==> config.mk <==
export PLATFORM = sky130hd
export DESIGN_NAME = clock_enable_gen
export DESIGN_NICKNAME = d
export VERILOG_FILES = /design/src/rtl/clock_enable_gen_pkg.sv /design/src/rtl/clock_enable_gen_div_channel.sv /design/src/rtl/clock_enable_gen.sv
export SDC_FILE = /design/constraint.sdc
export NUM_CORES = 1
export LEC_CHECK = 0
export ABC_AREA = 1
export CORE_MARGIN = 8
export CORE_UTILIZATION = 43
export CTS_BUF_LIST = sky130_fd_sc_hd__clkbuf_16
export DETAILED_ROUTE_END_ITERATION = 7
export HOLD_SLACK_MARGIN = 0.12
export PLACE_DENSITY = 0.58
export SLEW_MARGIN = 20
export SYNTH_ARGS = -nofsm -noshare
export SYNTH_HDL_FRONTEND = slang
export SYNTH_SLANG_ARGS = --single-unit
==> constraint.sdc <==
create_clock -name CLK100MHZ -period 3.9 [get_ports CLK100MHZ]
set_clock_uncertainty 0.05 [all_clocks]
set_input_delay 0.975 -clock CLK100MHZ [delete_from_list [all_inputs] [get_ports CLK100MHZ]]
set_output_delay 0.975 -clock CLK100MHZ [all_outputs]
set_load 0.02 [all_outputs]
==> src/rtl/clock_enable_gen_pkg.sv <==
// Shared constants and types for the clock_enable_gen divider family.
// Default divisors target a 100 MHz system clock.
package clock_enable_gen_pkg;

  localparam int CNT_W_DEF     = 24;
  localparam int PIX_DIV       = 4;        // 100 MHz -> 25 MHz pixel enable
  localparam int PHYS_DIV_60HZ = 1666667;  // 100 MHz -> ~60 Hz frame/physics tick
  localparam int CH_PIX        = 0;
  localparam int CH_PHYS       = 1;

  localparam logic [2*CNT_W_DEF-1:0] DIV_INIT_DEF =
    ((2*CNT_W_DEF)'(PHYS_DIV_60HZ) << (CH_PHYS*CNT_W_DEF)) |
    ((2*CNT_W_DEF)'(PIX_DIV)       << (CH_PIX*CNT_W_DEF));

  // What a channel's counter does on the coming edge.
  typedef enum logic [1:0] {
    ACT_IDLE,
    ACT_CLEAR,
    ACT_WRAP,
    ACT_COUNT
  } cnt_act_t;

endpackage

==> src/rtl/clock_enable_gen_div_channel.sv <==
// One divider channel: wrap counter, active and pending divisor, registered tick
// pulse and square wave. A pending divisor takes effect only at a wrap or while disabled.
module clock_enable_gen_div_channel
  import clock_enable_gen_pkg::*;
#(
  parameter int               CNT_W   = CNT_W_DEF,
  parameter logic [CNT_W-1:0] DIV_RST = CNT_W'(PIX_DIV)
) (
  input  logic             clk,
  input  logic             reset,
  input  logic             en,
  input  logic             sync_clear,
  input  logic             cfg_wr,
  input  logic [CNT_W-1:0] cfg_div,
  output logic             pending,
  output logic             tick,
  output logic             div_clk
);

  logic [CNT_W-1:0] cnt;
  logic [CNT_W-1:0] cnt_inc;
  logic [CNT_W-1:0] div_act;
  logic [CNT_W-1:0] pend_div;
  logic [CNT_W-1:0] hi_from;
  logic             wrap;
  logic             apply;
  cnt_act_t         act;

  // cnt < div_act always, so cnt_inc cannot overflow.
  always_comb begin
    cnt_inc = cnt + CNT_W'(1);
    hi_from = div_act - (div_act >> 1);
    wrap    = (cnt_inc == div_act);
    apply   = pending && (!en || wrap);
    if (!en)             act = ACT_IDLE;
    else if (sync_clear) act = ACT_CLEAR;
    else if (wrap)       act = ACT_WRAP;
    else                 act = ACT_COUNT;
  end

  always_ff @(posedge clk) begin
    if (reset) begin
      cnt     <= '0;
      div_act <= DIV_RST;
      pending <= 1'b0;
      tick    <= 1'b0;
      div_clk <= 1'b0;
    end else begin
      case (act)
        ACT_WRAP: begin
          cnt     <= '0;
          tick    <= 1'b1;
          div_clk <= 1'b0;
        end
        ACT_COUNT: begin
          cnt     <= cnt_inc;
          tick    <= 1'b0;
          div_clk <= (cnt_inc >= hi_from);
        end
        default: begin
          cnt     <= '0;
          tick    <= 1'b0;
          div_clk <= 1'b0;
        end
      endcase
      // A suppressed wrap (sync_clear) still counts as the apply point.
      if (apply) begin
        div_act <= pend_div;
        pending <= 1'b0;
      end else if (cfg_wr) begin
        pending <= 1'b1;
      end
    end
  end

  always_ff @(posedge clk) begin
    if (cfg_wr) pend_div <= cfg_div;
  end

endmodule

==> src/rtl/clock_enable_gen.sv <==
// Multi-channel clock-enable generator: per-channel tick pulses and divided square
// waves, with divisors reprogrammable at runtime through a valid/ready port.
module clock_enable_gen
  import clock_enable_gen_pkg::*;
#(
  parameter  int                        NUM_CH   = 2,
  parameter  int                        CNT_W    = CNT_W_DEF,
  parameter  logic [NUM_CH*CNT_W-1:0]   DIV_INIT = DIV_INIT_DEF,
  localparam int                        CH_W     = (NUM_CH > 1) ? $clog2(NUM_CH) : 1
) (
  input  logic              CLK100MHZ,
  input  logic              reset,
  input  logic [NUM_CH-1:0] en,
  input  logic              sync_clear,
  input  logic              cfg_valid,
  output logic              cfg_ready,
  input  logic [CH_W-1:0]   cfg_ch,
  input  logic [CNT_W-1:0]  cfg_div,
  output logic [NUM_CH-1:0] tick,
  output logic [NUM_CH-1:0] div_clk
);

  logic [NUM_CH-1:0] pending;
  logic [NUM_CH-1:0] cfg_wr;
  logic [CNT_W-1:0]  div_req;
  logic              pend_sel;

  function automatic logic [CNT_W-1:0] clamp_div(input logic [CNT_W-1:0] d);
    return (d == '0) ? CNT_W'(1) : d;
  endfunction

  // An out-of-range cfg_ch matches no channel: ready, accepted, and dropped.
  always_comb begin
    pend_sel = 1'b0;
    cfg_wr   = '0;
    for (int i = 0; i < NUM_CH; i++) begin
      if (cfg_ch == CH_W'(i)) begin
        pend_sel  = pending[i];
        cfg_wr[i] = cfg_valid && !reset && !pending[i];
      end
    end
  end

  assign cfg_ready = !reset && !pend_sel;
  assign div_req   = clamp_div(cfg_div);

  for (genvar g = 0; g < NUM_CH; g++) begin : g_ch
    clock_enable_gen_div_channel #(
      .CNT_W   (CNT_W),
      .DIV_RST (DIV_INIT[g*CNT_W +: CNT_W])
    ) u_ch (
      .clk        (CLK100MHZ),
      .reset      (reset),
      .en         (en[g]),
      .sync_clear (sync_clear),
      .cfg_wr     (cfg_wr[g]),
      .cfg_div    (div_req),
      .pending    (pending[g]),
      .tick       (tick[g]),
      .div_clk    (div_clk[g])
    );
  end

endmodule

; ---- After elaboration in Yosys (flattened, before gate mapping)
; Index checks and enable logic that the tools add are counted.
[word_totals]
reg_bits = 150
wordCells = 57
[classes]
addsub = 4
order_cmp = 2
eq_ne = 6
muxes = 12
n_bitwise = 2
reduce_logical = 19
[ops]
columns = cell, count
row1 = "adder 24 x 1 -> 24 bit, second input constant", 2
row2 = == test 24 bit, 2
row3 = greater-or-equal comparator 24 bit, 2
row4 = subtractor 24 x 23 -> 24 bit, 2
row5 = logical NOT 24 bit, 1
row6 = two-way mux 24 bit, 1
row7 = "== test 2 bit, second input constant", 4
row8 = two-way mux 2 bit, 4
row9 = OR reduction 2 bit, 4
row10 = two-way mux 1 bit, 7
row11 = logical AND 1 bit, 6
row12 = logical NOT 1 bit, 6
row13 = logical OR 1 bit, 2
row14 = inverter 1 bit, 2

; ---- Depth between registers and ports, before layout
[depth]
depth_word = 8
ltp_mapped = 22
ltp_nobuf = 22

; ---- Modules after synthesis
; Synthesis repeated with hierarchy kept, for this count alone.
[hier_totals]
hier_cells = 1680
area_unflattened_um2 = 11385.9
[by_module_without_submodules]
columns = mod, n_inst, cells_each, area_per_inst_um2, seq_area_each_um2
row1 = clock_enable_gen_div_channel at g_ch[0].u_ch, 1, 824, 5632.9, 1741.7
row2 = clock_enable_gen_div_channel at g_ch[1].u_ch, 1, 800, 5536.6, 1741.7
row3 = clock_enable_gen, 1, 56, 216.5, 0.0

; ---- Worst setup path before layout
; Ideal clock, no wire load.
[synth_path]
kind = reg2reg
from = register g_ch[0].u_ch.div_act[1]
to = register g_ch[0].u_ch.div_clk
setup_ps = 65
arrival_time_ps = 2953
required_ps = 3785
slack_ps = 832
stages_incl_launch_ff = 22
n_path_buf = 0
cell_sequence = dfxtp_1 > ha_1 > inv_1 > fa_1 > nand3_1 > nand2_1 > nand2_1 > o21ai_0 > a21oi_1 > nor2_1 > o21ai_0 > nand3_1 > xor2_1 > ha_1 > nand2_1 > inv_1 > nand3_1 > nor3_1 > nand3_1 > nand3_1 > a31oi_1 > nor2_1
[synth_between]
elab_chain_len = 7
elab_cells_between_ends = 9
cone_classes = 1 x add/sub / 1 x order compare / 2 x eq/ne / 3 x mux / 1 x bitwise / 1 x reduce/logical
[synth_rtl]
columns = item, line
row1 = "start, declared", clock_enable_gen_div_channel.sv:22  ; logic [CNT_W-1:0] div_act;
row2 = "start signal, assigned", clock_enable_gen_div_channel.sv:68  ; div_act <= pend_div;
row3 = "parallel branches: the longest is 7 deep, another holds subtractor 24 x 23 -> 24 bit", n/a
row4 = "end signal, assigned", clock_enable_gen_div_channel.sv:58  ; div_clk <= (cnt_inc >= hi_from);
row5 = "end, declared", clock_enable_gen_div_channel.sv:17  ; output logic div_clk
; Parallel ways; which one is timed is not known.
; A chain may end at the register's enable or synchronous reset.

; ---- Final worst setup path
[layout_path]
from = input port cfg_ch
to = output port cfg_ready
[layout_between]
elab_chain_len = 3
[layout_rtl]
columns = item, line
row1 = "start, declared", clock_enable_gen.sv:17  ; input logic [CH_W-1:0] cfg_ch,
row2 = two-way mux 1 bit, clock_enable_gen.sv:37  ; if (cfg_ch == CH_W'(i)) begin
row3 = logical NOT 1 bit, clock_enable_gen.sv:44  ; assign cfg_ready = !reset && !pend_sel;
row4 = logical AND 1 bit, clock_enable_gen.sv:44
row5 = "end, declared", clock_enable_gen.sv:16  ; output logic cfg_ready,
; Every way passes these cells.

==> metrics <==
outcome completed; CP Launch Type primary input; LEAKAGE 5.92 nW; Setup Crit Path Kind in -> out; Root Driver clkbuf_16; synthesis-to-layout area growth 11.3%; CP max stage cell clkdlybuf4s50_1; Post-DP HPWL 24900 um; Synth Net Count 1757; Yosys cell types 48; IO buf count 35; CTS Buf Count 17; ys async rst share 0%; total power 4.55 mW; drt wl/cell 15.7 um; number of cells in the finished layout apart from fillers 1990; vias after detailed routing 10.4k; RePlAce Congestion 0.942; post-route core utilization 48.4%; max_cap viols 0; Synth Register Bits 150; Post-route DRC 0; Worst-Margin Slew 0.822 ns; crit-path cells clkdlybuf4s50_1 -> inv_1 -> or2_2 -> a21oi_1 -> clkdlybuf4s50_1; top cell family by delay on the critical path buffers and inverters; YS warnings 0; Setup violations, final 0; Synth Cell Area 11300 um^2; Die W 178 um; Max Freq 0.279 GHz; WL final 31200 um; fraction of layout cells with a size suffix above 1 7.73%; vias in the first global route 9926; initial antenna violation count 1; Initial DRC Count 934; post-placement cell area 11900 um^2; synthesized area per cell 6.92 um^2; area leader, netlist dfxtp_1; Post-Place Cells 1958; Fin Hold WS 0.452 ns; WP data arrival 2.56 ns; DRT antenna net count 0; Yosys top cell area share 18.1%; global-route total usage across every layer 20.2%; core area 25900 um^2; sequential fraction of the synthesis area 30.9%; PD cells 363 nW/um^2; GRT overflow 0; post-route cell area 12500 um^2; Boundary Pins 36; die area 31600 um^2; worst path bufs/invs 3; Worst Setup End Kind primary output; pin count of the biggest net entering global routing 52; Site Rows 59; most frequent cells in the layout nand2_1, inv_1, nand3_1; worst path required time 2.87 ns; minimum clock period 3.59 ns; starting density of the core 43.5%; cts hold-fix bufs 0; Max Slew Vio Count 0; maximum VDD drop 0.263 mV; global-route wire length before repair 50800 um; cell mode on critical path clkdlybuf4s50_1; HP Class reg -> reg; normalized max-slew margin 45.1%; largest stage delay on the critical path 0.62 ns; most common cell after layout, fill and taps aside nand2_1; Nets 1771; Vias/cell 5.22; diode count 0; final hold vios 0; Worst-Skew Late Latency 0.44 ns; worst-path fanout max 3; top post-synthesis cells by area dfxtp_1, nand2_1, edfxtp_1, ha_1, nand3_1; Post-synth EDFFs 48; Worst-path clk slew 0.07 ns; Die Span Y 178 um; clk sink count 150; fin crit share 91.9%; CTS tree done; Clock Tree Buf Depth 2; DR pass1 iterations 6; Syn Inst Count 1628; ys flop type dfxtp_1; post-CTS setup buffers 0; CTS H-tree depth 4
[where the power goes]
part           switching [mW]  leakage [nW]  internal, mW  total [mW]
Clock                   0.840         0.301         0.933        1.77
Sequential             0.0504          1.27          1.66        1.71
Combinational           0.652          4.35         0.415        1.07
[final cells by class]
class | instances | area [um^2]
clock inverter | 15 | 204
clock buffer | 17 | 425
tap | 335 | 419
multi-input combinational | 1200 | 6680
sequential | 150 | 3490
timing repair buffer | 50 | 475
inverter | 223 | 837
fill | 2616 | 13400
[what timing repair did]
action | in CTS | in global routing
setup endpoints to repair | 0 | 2
gates resized for setup | 0 | 5
endpoints found under the hold margin | 0 | 0
[metrics by stage]
stage,setup slack (ns),setup TNS (ns)
3_3_place_gp,0.294,0
5_1_grt,-0.0103,-0.0103
3_5_place_dp,0.295,0
2_1_floorplan,0.832,0
4_1_cts,0.272,0
6_report,0.314,0
[path summary, 6_finish.rpt]
kind / from / end / slack, ns / cells after the start
worst min-delay path: g_ch[1].u_ch.pend_div[0] / g_ch[1].u_ch.div_act[0] / 0.45 / 2
worst max-delay path: cfg_ch / cfg_ready / 0.31 / 5
worst min register to register: g_ch[1].u_ch.pend_div[0] / g_ch[1].u_ch.div_act[0] / 0.45 / 2
worst max register to register: g_ch[1].u_ch.div_act[3] / g_ch[1].u_ch.div_clk / 0.38 / 21
[per-layer routing]
layer  part of all wire, %  track usage (%)  vias up
met5                 0.042                0        -
met4                   1.8             5.49        2
met3                   5.7             3.17       40
met2                    44             32.2      260
met1                    49             27.9     4736
li1                      -                -     5349
[cells in the mapped netlist, types with 2 or more instances]
| cell type | number |
|---|---|
| fa_1 | 2 |
| o21ai_2 | 2 |
| nor2_8 | 3 |
| clkbuf_1 | 31 |
| nor4_1 | 10 |
| inv_1 | 217 |
| a211oi_1 | 3 |
| ha_1 | 96 |
| nor3_1 | 19 |
| nand2_4 | 6 |
| a21boi_0 | 2 |
| a21oi_1 | 116 |
| buf_1 | 4 |
| xor2_1 | 33 |
| o31ai_1 | 2 |
| dfxtp_1 | 102 |
| o21a_1 | 6 |
| buf_6 | 4 |
| nand3_2 | 2 |
| nor2_2 | 10 |
| buf_2 | 10 |
| nor2_1 | 167 |
| xnor2_1 | 20 |
| a31oi_1 | 6 |
| nand2_2 | 19 |
| nand4_1 | 20 |
| inv_2 | 6 |
| nand2_1 | 393 |
| buf_4 | 5 |
| a21oi_2 | 8 |
| nor2_4 | 9 |
| edfxtp_1 | 48 |
| nand3_1 | 180 |
| o21ai_0 | 29 |
| or2_2 | 4 |
| o211ai_1 | 3 |
| nand3b_1 | 2 |
| o21bai_1 | 11 |
| a21o_1 | 4 |
| o221ai_1 | 4 |
| and3_1 | 2 |
| nand4_2 | 2 |
[logic make-up (layout without fill, tap and decap cells)]
group | after synthesis | in the layout | share of synthesized area (%)
AO/OA/AOI/OAI | 198 | 198 | 10.1
XOR/XNOR | 54 | 54 | 4.27
adder cells (fa/ha/maj) | 98 | 98 | 11.0
buffers and inverters | 278 | 305 | 9.91
flip-flops | 150 | 150 | 30.9
AND/OR/NAND/NOR | 850 | 850 | 33.8
[registers in the layout, indices dropped and copies added (netlist names)]
| register | flops |
|---|---|
| g_ch.u_ch.cnt | 48 |
| g_ch.u_ch.div_clk | 2 |
| g_ch.u_ch.div_act | 48 |
| g_ch.u_ch.pending | 2 |
| g_ch.u_ch.tick | 2 |
| g_ch.u_ch.pend_div | 48 |
[worst register-to-register path, cell delays in order, from the launching register on]
cell and delay (ns):
dfxtp_1 0.41, inv_1 0.07, ha_1 0.34, inv_1 0.07
nor3_1 0.32, nand3_1 0.13, nand3_1 0.17, a21oi_1 0.14
o21bai_2 0.20, nand4_1 0.12, nand2_1 0.09, xor2_1 0.14
inv_1 0.05, ha_1 0.29, nand2_1 0.06, inv_1 0.05
nand3_1 0.08, nor3_1 0.26, nand3_1 0.12, nand3_1 0.09
a31oi_1 0.04, nor2_1 0.13
Note: power is estimated with default switching activity, not from simulation.
